**config.mk**
```make
export PLATFORM = sky130hd
export DESIGN_NAME = alu_ctrl_seq
export DESIGN_NICKNAME = d
export VERILOG_FILES = /design/src/rtl/alu_ctrl_seq.sv
export SDC_FILE = /design/constraint.sdc
export NUM_CORES = 1
export LEC_CHECK = 0
export ABC_AREA = 1
export CAP_MARGIN = 0
export CORE_MARGIN = 2
export CORE_UTILIZATION = 34
export DETAILED_ROUTE_END_ITERATION = 7
export GPL_ROUTABILITY_DRIVEN = 0
export PLACE_DENSITY = 0.7
export SLEW_MARGIN = 20
export SYNTH_ARGS = -nofsm -noshare
export SYNTH_HDL_FRONTEND = slang
export SYNTH_SLANG_ARGS = --single-unit
```
**constraint.sdc**
```tcl
create_clock -name clk -period 1 [get_ports clk]
set_input_delay 0.2 -clock clk [delete_from_list [all_inputs] [get_ports clk]]
set_output_delay 0.2 -clock clk [all_outputs]
set_load 0.005 [all_outputs]
```
**src/rtl/alu_ctrl_seq.sv**
```systemverilog
// ALU control decoder with a registered result strobe and IDLE/RUN sequencing of multi-cycle ops.
// Define ALU_CTRL_M_EXT_EN to enable MUL/DIV/REM decode and the latency counter.
module alu_ctrl_seq #(
  parameter int OP_W       = 5,
  parameter int MUL_CYCLES = 2,
  parameter int DIV_CYCLES = 32
) (
  input  logic            clk,
  input  logic            reset,
  input  logic            valid_i,
  input  logic [6:0]      funct7_i,
  input  logic [2:0]      ALU_Op_i,
  input  logic [2:0]      funct3_i,
  input  logic            flush_i,
  output logic            ready_o,
  output logic            alu_valid_o,
  output logic [OP_W-1:0] ALU_Operation_o,
  output logic            busy_o,
  output logic            illegal_o
);

  if (OP_W < 5 || MUL_CYCLES < 1 || DIV_CYCLES < 1) begin : g_param_check
    $error("alu_ctrl_seq: illegal parameter value");
  end

  localparam logic [OP_W-1:0] OP_ADD   = OP_W'(0);
  localparam logic [OP_W-1:0] OP_SUB   = OP_W'(1);
  localparam logic [OP_W-1:0] OP_AND   = OP_W'(2);
  localparam logic [OP_W-1:0] OP_OR    = OP_W'(3);
  localparam logic [OP_W-1:0] OP_XOR   = OP_W'(4);
  localparam logic [OP_W-1:0] OP_SLL   = OP_W'(5);
  localparam logic [OP_W-1:0] OP_SRL   = OP_W'(6);
  localparam logic [OP_W-1:0] OP_SRA   = OP_W'(7);
  localparam logic [OP_W-1:0] OP_SLT   = OP_W'(8);
  localparam logic [OP_W-1:0] OP_SLTU  = OP_W'(9);
  localparam logic [OP_W-1:0] OP_PASSB = OP_W'(10);

  logic [OP_W-1:0] base_op;
  logic [OP_W-1:0] dec_op;
  logic            dec_illegal;
  logic            accept;

  // Shared funct3 table for R and I arithmetic
  always_comb begin
    base_op = OP_AND;
    case (funct3_i)
      3'b000:  base_op = OP_ADD;
      3'b001:  base_op = OP_SLL;
      3'b010:  base_op = OP_SLT;
      3'b011:  base_op = OP_SLTU;
      3'b100:  base_op = OP_XOR;
      3'b101:  base_op = OP_SRL;
      3'b110:  base_op = OP_OR;
      default: base_op = OP_AND;
    endcase
  end

  always_comb begin
    dec_op      = OP_ADD;
    dec_illegal = 1'b0;
    case (ALU_Op_i)
      3'b000: begin
        if (funct7_i == 7'b0000000)
          dec_op = base_op;
        else if (funct7_i == 7'b0100000 && funct3_i == 3'b000)
          dec_op = OP_SUB;
        else if (funct7_i == 7'b0100000 && funct3_i == 3'b101)
          dec_op = OP_SRA;
`ifdef ALU_CTRL_M_EXT_EN
        else if (funct7_i == 7'b0000001)
          dec_op = OP_W'(11) + OP_W'(funct3_i);
`endif
        else
          dec_illegal = 1'b1;
      end
      3'b001: begin
        if (funct3_i == 3'b101 && funct7_i[5])
          dec_op = OP_SRA;
        else if (funct3_i == 3'b001 && funct7_i != 7'b0000000)
          dec_illegal = 1'b1;
        else
          dec_op = base_op;
      end
      3'b010:  dec_op = OP_ADD;
      3'b011:  dec_op = OP_SUB;
      3'b100:  dec_op = OP_PASSB;
      default: dec_illegal = 1'b1;
    endcase
  end

  logic [OP_W-1:0] op_reg;
  logic            illegal_reg;
  logic            valid_reg;

  assign ALU_Operation_o = op_reg;
  assign illegal_o       = illegal_reg;
  assign alu_valid_o     = valid_reg;

`ifdef ALU_CTRL_M_EXT_EN
  localparam int MAX_L = (MUL_CYCLES > DIV_CYCLES) ? MUL_CYCLES : DIV_CYCLES;
  localparam int CNT_W = $clog2(MAX_L + 1);

  typedef enum logic {IDLE, RUN} state_t;

  state_t           state_reg;
  logic [CNT_W-1:0] cnt_reg;
  logic             ready_reg;
  logic             busy_reg;
  logic             is_m;
  logic [CNT_W-1:0] lat_m1;
  logic             is_multi;

  assign is_m     = (ALU_Op_i == 3'b000) && (funct7_i == 7'b0000001);
  assign lat_m1   = funct3_i[2] ? CNT_W'(DIV_CYCLES - 1) : CNT_W'(MUL_CYCLES - 1);
  assign is_multi = is_m && (lat_m1 != '0);
  assign accept   = valid_i && ready_reg && !flush_i;
  assign ready_o  = ready_reg;
  assign busy_o   = busy_reg;

  always_ff @(posedge clk) begin
    if (reset) begin
      state_reg   <= IDLE;
      cnt_reg     <= '0;
      ready_reg   <= 1'b1;
      busy_reg    <= 1'b0;
      valid_reg   <= 1'b0;
      illegal_reg <= 1'b0;
      op_reg      <= '0;
    end else begin
      valid_reg <= 1'b0;
      if (flush_i) begin
        state_reg <= IDLE;
        cnt_reg   <= '0;
        ready_reg <= 1'b1;
        busy_reg  <= 1'b0;
      end else if (accept) begin
        op_reg      <= dec_op;
        illegal_reg <= dec_illegal;
        if (is_multi) begin
          state_reg <= RUN;
          cnt_reg   <= lat_m1;
          ready_reg <= 1'b0;
          busy_reg  <= 1'b1;
        end else begin
          // L=1 ops complete immediately but still flag busy for their one cycle
          state_reg <= IDLE;
          cnt_reg   <= '0;
          ready_reg <= 1'b1;
          busy_reg  <= is_m;
          valid_reg <= 1'b1;
        end
      end else if (state_reg == RUN) begin
        if (cnt_reg == CNT_W'(1)) begin
          state_reg <= IDLE;
          cnt_reg   <= '0;
          ready_reg <= 1'b1;
          valid_reg <= 1'b1;
        end else begin
          cnt_reg <= cnt_reg - CNT_W'(1);
        end
      end else begin
        ready_reg <= 1'b1;
        busy_reg  <= 1'b0;
      end
    end
  end
`else
  assign accept  = valid_i && !flush_i;
  assign ready_o = 1'b1;
  assign busy_o  = 1'b0;

  always_ff @(posedge clk) begin
    if (reset) begin
      valid_reg   <= 1'b0;
      illegal_reg <= 1'b0;
      op_reg      <= '0;
    end else begin
      valid_reg <= accept;
      if (accept) begin
        op_reg      <= dec_op;
        illegal_reg <= dec_illegal;
      end
    end
  end
`endif

endmodule

```
After elaboration in Yosys (flattened, before gate mapping)
Index checks and enable logic that the tools add are counted.
Widths: inputs -> output; s select.
{"block": "classes", "n_reduce_logical": 11, "n_eq_ne": 11, "mux": 13}
{"op": "$pmux 4 s7", "count": 1}
{"op": "$pmux 5 s4", "count": 1}
{"op": "$mux 5", "count": 3}
{"op": "$eq 3x2->1 const B", "count": 4}
{"op": "$eq 3x3->1 const B", "count": 4}
{"op": "$eq 7x6->1 const B", "count": 1}
{"op": "$logic_not 7->1", "count": 1}
{"op": "$reduce_bool 7->1", "count": 1}
{"op": "$eq 3x1->1 const B", "count": 2}
{"op": "$logic_not 3->1", "count": 2}
{"op": "$mux 3", "count": 2}
{"op": "$logic_and 1x1->1", "count": 5}
{"op": "$mux 1", "count": 5}
{"op": "$pmux 1 s3", "count": 1}
{"op": "$reduce_or 3->1", "count": 1}
{"op": "$logic_not 1->1", "count": 1}
{"block": "word_totals", "out_inout_bits": 9, "regBits": 7, "inputBits": 17, "word_cells": 38}

Logic depth before layout (Yosys ltp)
Gate-level depths: netlist of run 1.
{"block": "logic_depth", "depth_word": 6, "ltp_mapped": 10, "mapped_depth_nobuf": 10}

Least setup slack after synthesis of run 1
Ideal clock, no wire load.
{"block": "synth_path", "kind": "input -> register", "start": "in funct7_i[4]", "end": "reg op_reg[1], in the netlist ALU_Operation_o[1]", "arrival_ns": 0.918, "path_stages": 9, "path_slack_ns": 0.012, "setup_ns": 0.070, "cell_sequence": "nor2_2 -> nand2_1 -> nor2_2 -> inv_2 -> nand2_2 -> nand3_1 -> nand2_1 -> nand2_1 -> a21oi_1"}
{"block": "synth_via", "elab_chain_len": 6, "elab_cells_between_ends": 12, "cone_classes": "eq/ne: 1; mux: 6; reduce/logical: 5"}
{"item": "start, declared", "line": "11", "rtl": "input logic [6:0] funct7_i,"}
{"item": "$eq 7x6->1", "line": "65, 67"}
{"item": "$logic_and 1x1->1", "line": "67", "rtl": "else if (funct7_i == 7'b0100000 && funct3_i == 3'b101)"}
{"item": "$mux 3", "line": "67"}
{"item": "$mux 3", "line": "65", "rtl": "else if (funct7_i == 7'b0100000 && funct3_i == 3'b000)"}
{"item": "$mux 5", "line": "63", "rtl": "if (funct7_i == 7'b0000000)"}
{"item": "$pmux 5 s4 (*)", "line": "61", "rtl": "case (ALU_Op_i)"}
{"item": "end signal, assigned", "line": "180", "rtl": "op_reg <= dec_op;"}
{"item": "end, declared", "line": "91", "rtl": "logic [OP_W-1:0] op_reg;"}
Mark *: on every way between the ends. The rest lies on a longest branch, timed or not.
A chain may end at the register's enable or synchronous reset.

Worst setup path after layout of run 1
{"block": "layout_path", "start": "reg illegal_reg, in the netlist illegal_o", "end": "out illegal_o"}
{"item": "start, declared", "line": "92", "rtl": "logic illegal_reg;"}
{"item": "start signal, assigned", "line": "181", "rtl": "illegal_reg <= dec_illegal;"}
{"item": "end, declared", "line": "19", "rtl": "output logic illegal_o"}
No word-level cell between the ends.

==> qor.yml, run 1 <==
r2r_end: "illegal_o"
root_buffer: "clkbuf_4"
clockBufferDepth: 2
placed_cell_area_um2: 794.5
critPathTopFamily: "flip-flops"
worstHoldStart: "flush_i"
htree_levels: 1
reg2regPathDepth: 2
rsz0062_at_grt: "true"
place.port_buffers: 22
track_usage_pct: 17.02
drc: 0
avgViaCountPerCell: 4.803
netlist_instances: 89
post-dp-hpwl_um: 1076
avgSynthCellArea_um2: 5.609
synthesis.area_um2: 499.2
fmax_mhz: 1034
min_path_cells: 4
yosysTopAreaCell: "dfxtp_1"
core_um2: 1334
min_period_over_period_pct: 96.69
antennaDiodeCount: 0
ant_nets: 0
p_leak_nw: 0.4446
yosysUniqueCellTypes: 19
ios: 26
drive_above_1_share_pct: 48.03
critPathArrivalTime_ps: 770
cts_made_buffers: 3
setup_ws_ps: 33.07
hp-class: "in2reg"
yosysTopAreaCellShare_pct: 24.06
place_inst: 134
path_clk_slew_ps: 50
vias: 682
power.total_mw: 0.7135
drv_slew: 0
grt_max_degree: 8
holdPathEnd: "ALU_Operation_o[1]"
fp.dieH_um: 42.32
peakVddDrop_mv: 0.5674
place_ws_ps: -584.1
path_buf_inv: 1
finalNonFillerCells: 142
initial_core_util_pct: 37.43
path_cells: "clkdlybuf4s15_1"
grt_pass1_vias: 609
most-common-layout-cells: "nand2_1 (20), buf_4 (11), nor2_1 (8), clkbuf_2 (8)"
ff2ff_setup_slack_ps: 410
finalSetupViolCount: 0
grt_remaining_overflow: 0
end_kind: "output port"
fin_area_um2: 894.6
dieArea_um2: 1791
finalNetCount: 146
antenna_found_initial: 0
crit_required_ps: 800
r2r-start: "illegal_o"
slowest_delay_ps: 320
drtIter0Drc: 17
ys_warn_count: 0
routed_wl_um: 1458
drt-pass1-iter-count: 4
wl_per_cell_um: 10.27
worstPathMaxFanout: 2
start_kind: "flop"
hold_violations: 0
cts_tree: "yes"
area_delta_synth_final_pct: 79.20
power.density_nw_per_um2: 797.6
crit_type: "reg2out"
grt_pass1_wl_um: 2394
die_w_um: 42.32
clock_latency_ps: 240
finalCriticalPeriod_ps: 966.9
crit_path_top_delay_cell: "dfxtp_2"
status: "complete, no violations"
ys_top_cells_by_area: "dfxtp_1 (24%), nand2_1 (17%), nor2_1 (11%), inv_1 (8.3%), a21oi_1 (7.0%)"
final_common_cell: "nand2_1"
seq_area_frac_synth_pct: 24.06
drv_cap: 0
synth-seq-cells: 6
fin_worst_skew_ps: 0
rows: 13
clock_sinks: 6
cts_hold_buffers: 0
sequential cells by signal (all words and copies together), names as in the netlist:
register and count:
illegal_o 1, ALU_Operation_o 4, alu_valid_o 1
cell families (layout without fill, tap and decap cells):
| kind of cell | count (synthesis) | after routing | synth area share (%) |
|---|---|---|---|
| other | 2 | 3 | 1.504 |
| AOI/OAI and AO/OA | 15 | 15 | 15.79 |
| buffers and inverters | 16 | 53 | 14.29 |
| DFF | 6 | 6 | 24.06 |
| and+or+nand+nor | 50 | 50 | 44.36 |
layout make-up:
cell class	count	area, µm²
timing repair buffer	37	296.5
sequential	6	121.4
fill	125	439.2
clock buffer	3	22.52
multi-input combinational	68	386.6
tap	15	18.77
inverter	13	48.80
worst max-delay path by stage:
stage | start | end | slack, ps | depth (start not counted)
2_1_floorplan | funct7_i[4] | ALU_Operation_o[1] | 10 | 9
3_3_place_gp | funct7_i[4] | ALU_Operation_o[2] | -550 | 10
3_5_place_dp | funct7_i[4] | ALU_Operation_o[2] | -580 | 10
4_1_cts | funct7_i[5] | ALU_Operation_o[2] | 1 | 10
5_1_grt | funct7_i[3] | ALU_Operation_o[1] | -30 | 10
6_report | illegal_o | illegal_o | 30 | 1
cell usage after synthesis:
| library cell | n |
|---|---|
| nor3b_1 | 1 |
| a21oi_1 | 7 |
| nor2_1 | 14 |
| inv_1 | 11 |
| nor2_4 | 1 |
| nor2_2 | 4 |
| inv_2 | 2 |
| buf_4 | 3 |
| o21bai_1 | 1 |
| nand3_1 | 4 |
| nand2_2 | 1 |
| nand2_1 | 23 |
| a31oi_1 | 1 |
| nor3_1 | 1 |
| o21ai_0 | 5 |
| o21ai_1 | 1 |
| dfxtp_1 | 6 |
| nand3b_1 | 1 |
| conb_1 | 2 |
metal layers:
metal / vias to the layer above / global-route usage, % / wire, µm
met5: - / 0 / 0
li1: 349 / - / -
met2: 19 / 28.92 / 735
met1: 310 / 19.90 / 634
met3: 4 / 3.448 / 52
met4: 0 / 8.750 / 36
what timing repair did:
action / CTS / global route
pin swaps: 12 / 15
setup buffers: 4 / 2
gates cloned: 0 / 0
gates resized for setup: 59 / 31
endpoints found under the setup margin: 11 / 9
worst register-to-register path, stage by stage (launching register included):
cell and delay, ps:
dfxtp_2 320, o21bai_1 110, nor2_1 50
metrics by stage:
stage / utilization, % / setup TNS, ps / hold WS [ps]
after floorplan: - / 0 / 269.1
after global placement: 59.57 / -2719 / 447.1
after detailed placement: 59.57 / -2979 / 457.0
after CTS: 65.20 / 0 / 459.6
after global routing: 67.07 / -48.18 / 337.1
final: 67.07 / 0 / 311.5
power breakdown:
| group | internal [mW] | total, mW | switching (mW) |
|---|---|---|---|
| combinational | 0.118 | 0.229 | 0.112 |
| clock | 0.136 | 0.233 | 0.0966 |
| sequential | 0.248 | 0.251 | 0.00341 |
| total | 0.502 | 0.714 | 0.212 |
Power figures use the tool's default switching activity.
==> run 2, diff against run 1 <==
--- a/config.mk
+++ b/config.mk
@@ -12,7 +12,7 @@
 export DETAILED_ROUTE_END_ITERATION = 7
 export GPL_ROUTABILITY_DRIVEN = 0
 export PLACE_DENSITY = 0.7
-export SLEW_MARGIN = 20
+export SKIP_CTS_REPAIR_TIMING = 1
 export SYNTH_ARGS = -nofsm -noshare
 export SYNTH_HDL_FRONTEND = slang
 export SYNTH_SLANG_ARGS = --single-unit
==> qor.yml, run 2 (synthesis results as in run 1) <==
core_um2: 1334  # unchanged
initial_core_util_pct: 37.43  # unchanged
clock_latency_ps: 240  # about the same
post-dp-hpwl_um: 1076  # unchanged
vias: 666  # was 682
fmax_mhz: 1047  # was 1034 MHz
htree_levels: 1  # unchanged
finalCriticalPeriod_ps: 955.1  # was 966.9 ps
ios: 26  # unchanged
ant_nets: 0  # unchanged
critPathTopFamily: "simple AND/OR/NAND/NOR gates"  # was flip-flops
p_leak_nw: 0.5378  # was 0.4446 nW
root_buffer: "clkbuf_4"  # unchanged
path_cells: "dlymetal6s2s_1, nor2_2, inv_2, nor2_1, o21ai_0, nand2_1, nand2_1, nand2_1, nand2_1, a21oi_2"  # was clkdlybuf4s15_1
track_usage_pct: 14.81  # was 17.02%
grt_pass1_wl_um: 2125  # was 2394 µm
p_seq_share_pct: 35.9  # was 35.2%
rsz0062_at_grt: "true"  # unchanged
swShare_pct: 29.15  # was 29.67%
avgViaCountPerCell: 4.826  # was 4.803
fp.dieH_um: 42.32  # unchanged
antennaDiodeCount: 0  # unchanged
drive_above_1_share_pct: 39.02  # was 48.03%
drv_cap: 0  # unchanged
die_w_um: 42.32  # unchanged
dieArea_um2: 1791  # unchanged
cts_tree: "yes"  # unchanged
grt_max_degree: 8  # unchanged
peakVddDrop_mv: 0.5602  # was 0.5674 mV
grt_pass1_vias: 559  # was 609
power_frac_clock_pct: 32.6  # was 32.7%
switching_power_mw: 0.2037  # was 0.2117 mW
hp-class: "in2reg"  # unchanged
final_common_cell: "nand2_1"  # unchanged
area_delta_synth_final_pct: 79.20  # unchanged
drtIter0Drc: 15  # was 17
antenna_found_initial: 0  # unchanged
fin_worst_skew_ps: 0  # unchanged
rows: 13  # unchanged
place.port_buffers: 22  # unchanged
place_inst: 134  # unchanged
power.density_nw_per_um2: 781.3  # was 797.6 nW/µm²
path_clk_slew_ps: 50  # about the same
worstPathMaxFanout: 3  # was 2
drc: 0  # unchanged
status: "complete, no violations"  # unchanged
finalNetCount: 142  # was 146
drt-pass1-iter-count: 4  # unchanged
min_period_over_period_pct: 95.51  # was 96.69%
most-common-layout-cells: "nand2_1 (20), nor2_1 (11), dlymetal6s2s_1 (10), buf_4 (10)"  # was nand2_1 (20), buf_4 (11), nor2_1 (8), clkbuf_2 (8)
hold_ws_ps: 380.9  # was 311.5 ps
drv_slew: 0  # unchanged
p_comb_share_pct: 31.5  # was 32.1%
intPower_mw: 0.4952  # was 0.5018 mW
path_common_cell: "nand2_1"
grt_remaining_overflow: 0  # unchanged
end_kind: "flop"  # was output port
finalNonFillerCells: 138  # was 142
path_buf_inv: 2  # was 1
start_kind: "input pin"  # was flop
final_util_pct: 67.07  # unchanged
critPathArrivalTime_ps: 1140  # was 770 ps
clockBufferDepth: 2  # unchanged
clock_sinks: 6  # unchanged
routed_wl_um: 1450  # was 1458 µm
crit_type: "in2reg"  # was reg2out
largest_reg_flops: 4  # unchanged
finalSetupViolCount: 0  # unchanged
hold_violations: 0  # unchanged
crit_path_top_delay_cell: "dlymetal6s2s_1"  # was dfxtp_2
cts_made_buffers: 3  # unchanged
crit_required_ps: 1180  # was 800 ps
wl_per_cell_um: 10.51  # was 10.27 µm
slowest_delay_ps: 170  # was 320 ps
==> run 2: through the flow <==
| stage | setup TNS (ps) | cell area [µm²] | power (mW) | setup slack (ps) |
|---|---|---|---|---|
| floorplan | 0 | 503.0 | 0.3354 | 12.11 |
| global placement | -2719 | 794.5 | 0.4566 | -550.9 |
| detailed placement | -2979 | 794.5 | 0.4593 | -584.1 |
| CTS | -3150 | 817.0 | 0.6918 | -327.2 |
| global route | -65.80 | 894.6 | 0.7363 | -29.08 |
| finish | 0 | 894.6 | 0.6990 | 44.86 |
==> run 2: tightest hold or removal path: stages <==
cell and delay, ps:
clkbuf_2 120, nor2_4 50, a21oi_1 110, nor2_1 50
nor2_1 70
==> run 2: final cells by class <==
class                   count  area, µm²
clock buffers               3      22.52
fillers                   123      439.2
inverters                  13      51.30
multi-input cells          68      387.9
flip-flops and latches      6      120.1
well taps                  15      18.77
repair buffers             33      294.0
==> run 2: final timing paths <==
path	from	endpoint	slack, ps	depth (start not counted)
hold / removal	ALU_Op_i[0]	illegal_o	380	5
hold reg to reg	ALU_Operation_o[1]	ALU_Operation_o[1]	450	2
setup reg to reg	illegal_o	illegal_o	410	2
setup / recovery	funct3_i[1]	ALU_Operation_o[0]	40	10
==> run 2: power groups by stage <==
stage | sequential, mW | combinational, mW | clock [mW]
floorplan | 0.256 | 0.0794 | 0
global placement | 0.255 | 0.202 | 0
detailed placement | 0.255 | 0.204 | 0
CTS | 0.251 | 0.204 | 0.237
global route | 0.252 | 0.241 | 0.244
finish | 0.251 | 0.220 | 0.228
==> run 2: routing by layer <==
metal | wire length, µm | global-route usage (%) | share of wire [%] | vias to the layer above
li1 | - | - | - | 343
met1 | 640 | 19.38 | 44 | 299
met2 | 718 | 24.00 | 50 | 20
met3 | 65 | 3.017 | 4.5 | 4
met4 | 26 | 5.000 | 1.8 | 0
met5 | 0 | 0 | 0 | -
==> run 3, diff against run 2 <==
--- a/config.mk
+++ b/config.mk
@@ -7,11 +7,11 @@
 export LEC_CHECK = 0
 export ABC_AREA = 1
 export CAP_MARGIN = 0
-export CORE_MARGIN = 2
-export CORE_UTILIZATION = 34
+export CORE_AREA = 2 2 39 41
 export DETAILED_ROUTE_END_ITERATION = 7
-export GPL_ROUTABILITY_DRIVEN = 0
-export PLACE_DENSITY = 0.7
+export DIE_AREA = 0 0 41 43
+export DONT_BUFFER_PORTS = 1
+export PLACE_DENSITY = 0.5
 export SKIP_CTS_REPAIR_TIMING = 1
 export SYNTH_ARGS = -nofsm -noshare
 export SYNTH_HDL_FRONTEND = slang
==> qor.yml, run 3 (synthesis results as in run 1) <==
place.port_buffers: 0  # was 22
largest_reg_flops: 4  # unchanged
avgViaCountPerCell: 4.595  # was 4.826
hp-class: "in2reg"  # unchanged
fp.dieH_um: 43  # was 42.32 µm
grt_remaining_overflow: 0  # unchanged
cts_made_buffers: 3  # unchanged
start_kind: "input pin"  # unchanged
path_common_cell: "nand2_1"  # unchanged
post-dp-hpwl_um: 867.5  # was 1076 µm
fmax_mhz: 1198  # was 1047 MHz
most-common-layout-cells: "nand2_1 (23), nor2_1 (14), inv_1 (11)"  # was nand2_1 (20), nor2_1 (11), dlymetal6s2s_1 (10), buf_4 (10)
worstPathMaxFanout: 5  # was 3
finalNetCount: 114  # was 142
rsz0062_at_grt: "false"  # was true
grt_max_degree: 8  # unchanged
crit_type: "in2reg"  # unchanged
p_leak_nw: 0.2701  # was 0.5378 nW
min_period_over_period_pct: 83.49  # was 95.51%
grt_pass1_vias: 446  # was 559
drt-pass1-iter-count: 2  # was 4
core_um2: 1384  # was 1334 µm²
finalCriticalPeriod_ps: 834.9  # was 955.1 ps
ios: 26  # unchanged
crit_path_top_delay_cell: "nor2_2"  # was dlymetal6s2s_1
critPathArrivalTime_ps: 960  # was 1140 ps
vias: 510  # was 666
grt_pass1_wl_um: 1483  # was 2125 µm
dieArea_um2: 1763  # was 1791 µm²
gp_congestion: 0.8623
slowest_delay_ps: 190  # was 170 ps
routed_wl_um: 1033  # was 1450 µm
drv_cap: 0  # unchanged
status: "complete, no violations"  # unchanged
initial_core_util_pct: 36.08  # was 37.43%
peakVddDrop_mv: 0.2722  # was 0.5602 mV
track_usage_pct: 12.21  # was 14.81%
drtIter0Drc: 2  # was 15
clock_sinks: 6  # unchanged
crit_required_ps: 1130  # was 1180 ps
power.density_nw_per_um2: 1012  # was 781.3 nW/µm²
root_buffer: "clkbuf_4"  # unchanged
drv_slew: 0  # unchanged
antennaDiodeCount: 0  # unchanged
clockBufferDepth: 2  # unchanged
drc: 0  # unchanged
path_cells: "nor2_2, nand2_1, nor2_2, o21ai_0, nand3_1, nand2_1, nand2_1, a21oi_1"  # was dlymetal6s2s_1, nor2_2, inv_2, nor2_1, o21ai_0, nand2_1, nand2_1, nand2_1, nand2_1, a21oi_2
antenna_found_initial: 0  # unchanged
wl_per_cell_um: 9.306  # was 10.51 µm
reg2regPathDepth: 2  # unchanged
min_path_cells: 1  # was 5
fin_worst_skew_ps: 0  # unchanged
end_kind: "flop"  # unchanged
final_common_cell: "nand2_1"  # unchanged
power.total_mw: 0.5675  # was 0.6990 mW
hold_violations: 0  # unchanged
path_clk_slew_ps: 50  # about the same
clock_latency_ps: 240  # about the same
area_delta_synth_final_pct: 12.28  # was 79.20%
setup_ws_ps: 165.1  # was 44.86 ps
rows: 14  # was 13
ant_nets: 0  # unchanged
finalSetupViolCount: 0  # unchanged
htree_levels: 1  # unchanged
place_ws_ps: -108.6  # was -584.1 ps
drive_above_1_share_pct: 16.84  # was 39.02%
cts_tree: "yes"  # unchanged
die_w_um: 41  # was 42.32 µm
## run 3: changes by cell type in the layout (fill, tap and decap cells not counted), moves of 5 or more
cell and change:
buf_4 -5, clkbuf_2 -8, dlymetal6s2s_1 -10, nor2_4 -6
## run 3: stage by stage
stage          std cells  area (µm²)  hold slack (ps)  TNS [ps]  util, %
2_1_floorplan         90       503.0            269.1         0        -
3_3_place_gp         108       538.0            270.0    -294.6    38.88
3_5_place_dp         108       538.0            271.7    -312.9    38.88
4_1_cts              111       560.5            15.18         0    40.51
5_1_grt              111       560.5            13.01         0    40.51
6_report             111       560.5            21.07         0    40.51
## run 3: per-layer routing
| metal | wire [µm] | global-route usage (%) |
|---|---|---|
| met4 | 0 | 10.00 |
| met5 | 0 | 0 |
| met3 | 65 | 0.5236 |
| met2 | 533 | 22.19 |
| met1 | 434 | 11.15 |
## run 3: path summary, 6_finish.rpt
kind	from	end	slack (ps)
hold / removal	reset	ALU_Operation_o[0]	20
hold reg to reg	ALU_Operation_o[0]	ALU_Operation_o[0]	480
setup reg to reg	illegal_o	illegal_o	390
setup / recovery	funct7_i[4]	ALU_Operation_o[1]	170
## run 3: area by class of cell
| class | instances | area, µm² |
|---|---|---|
| Sequential cell | 6 | 120.1 |
| Multi-Input combinational cell | 68 | 311.5 |
| Fill cell | 154 | 823.3 |
| Tap cell | 16 | 20.02 |
| Timing Repair Buffer | 5 | 37.54 |
| Inverter | 13 | 48.80 |
| Clock buffer | 3 | 22.52 |
## run 3: worst max-delay path: cells and delay by family
family | cells | cell delay, ps
simple gates | 6 | 580
compound gates | 2 | 180
## run 3: power breakdown
part	internal (mW)	total, mW	switching [mW]
sequential	0.248	0.253	0.00477
clock	0.135	0.219	0.0833
combinational	0.0417	0.0962	0.0546
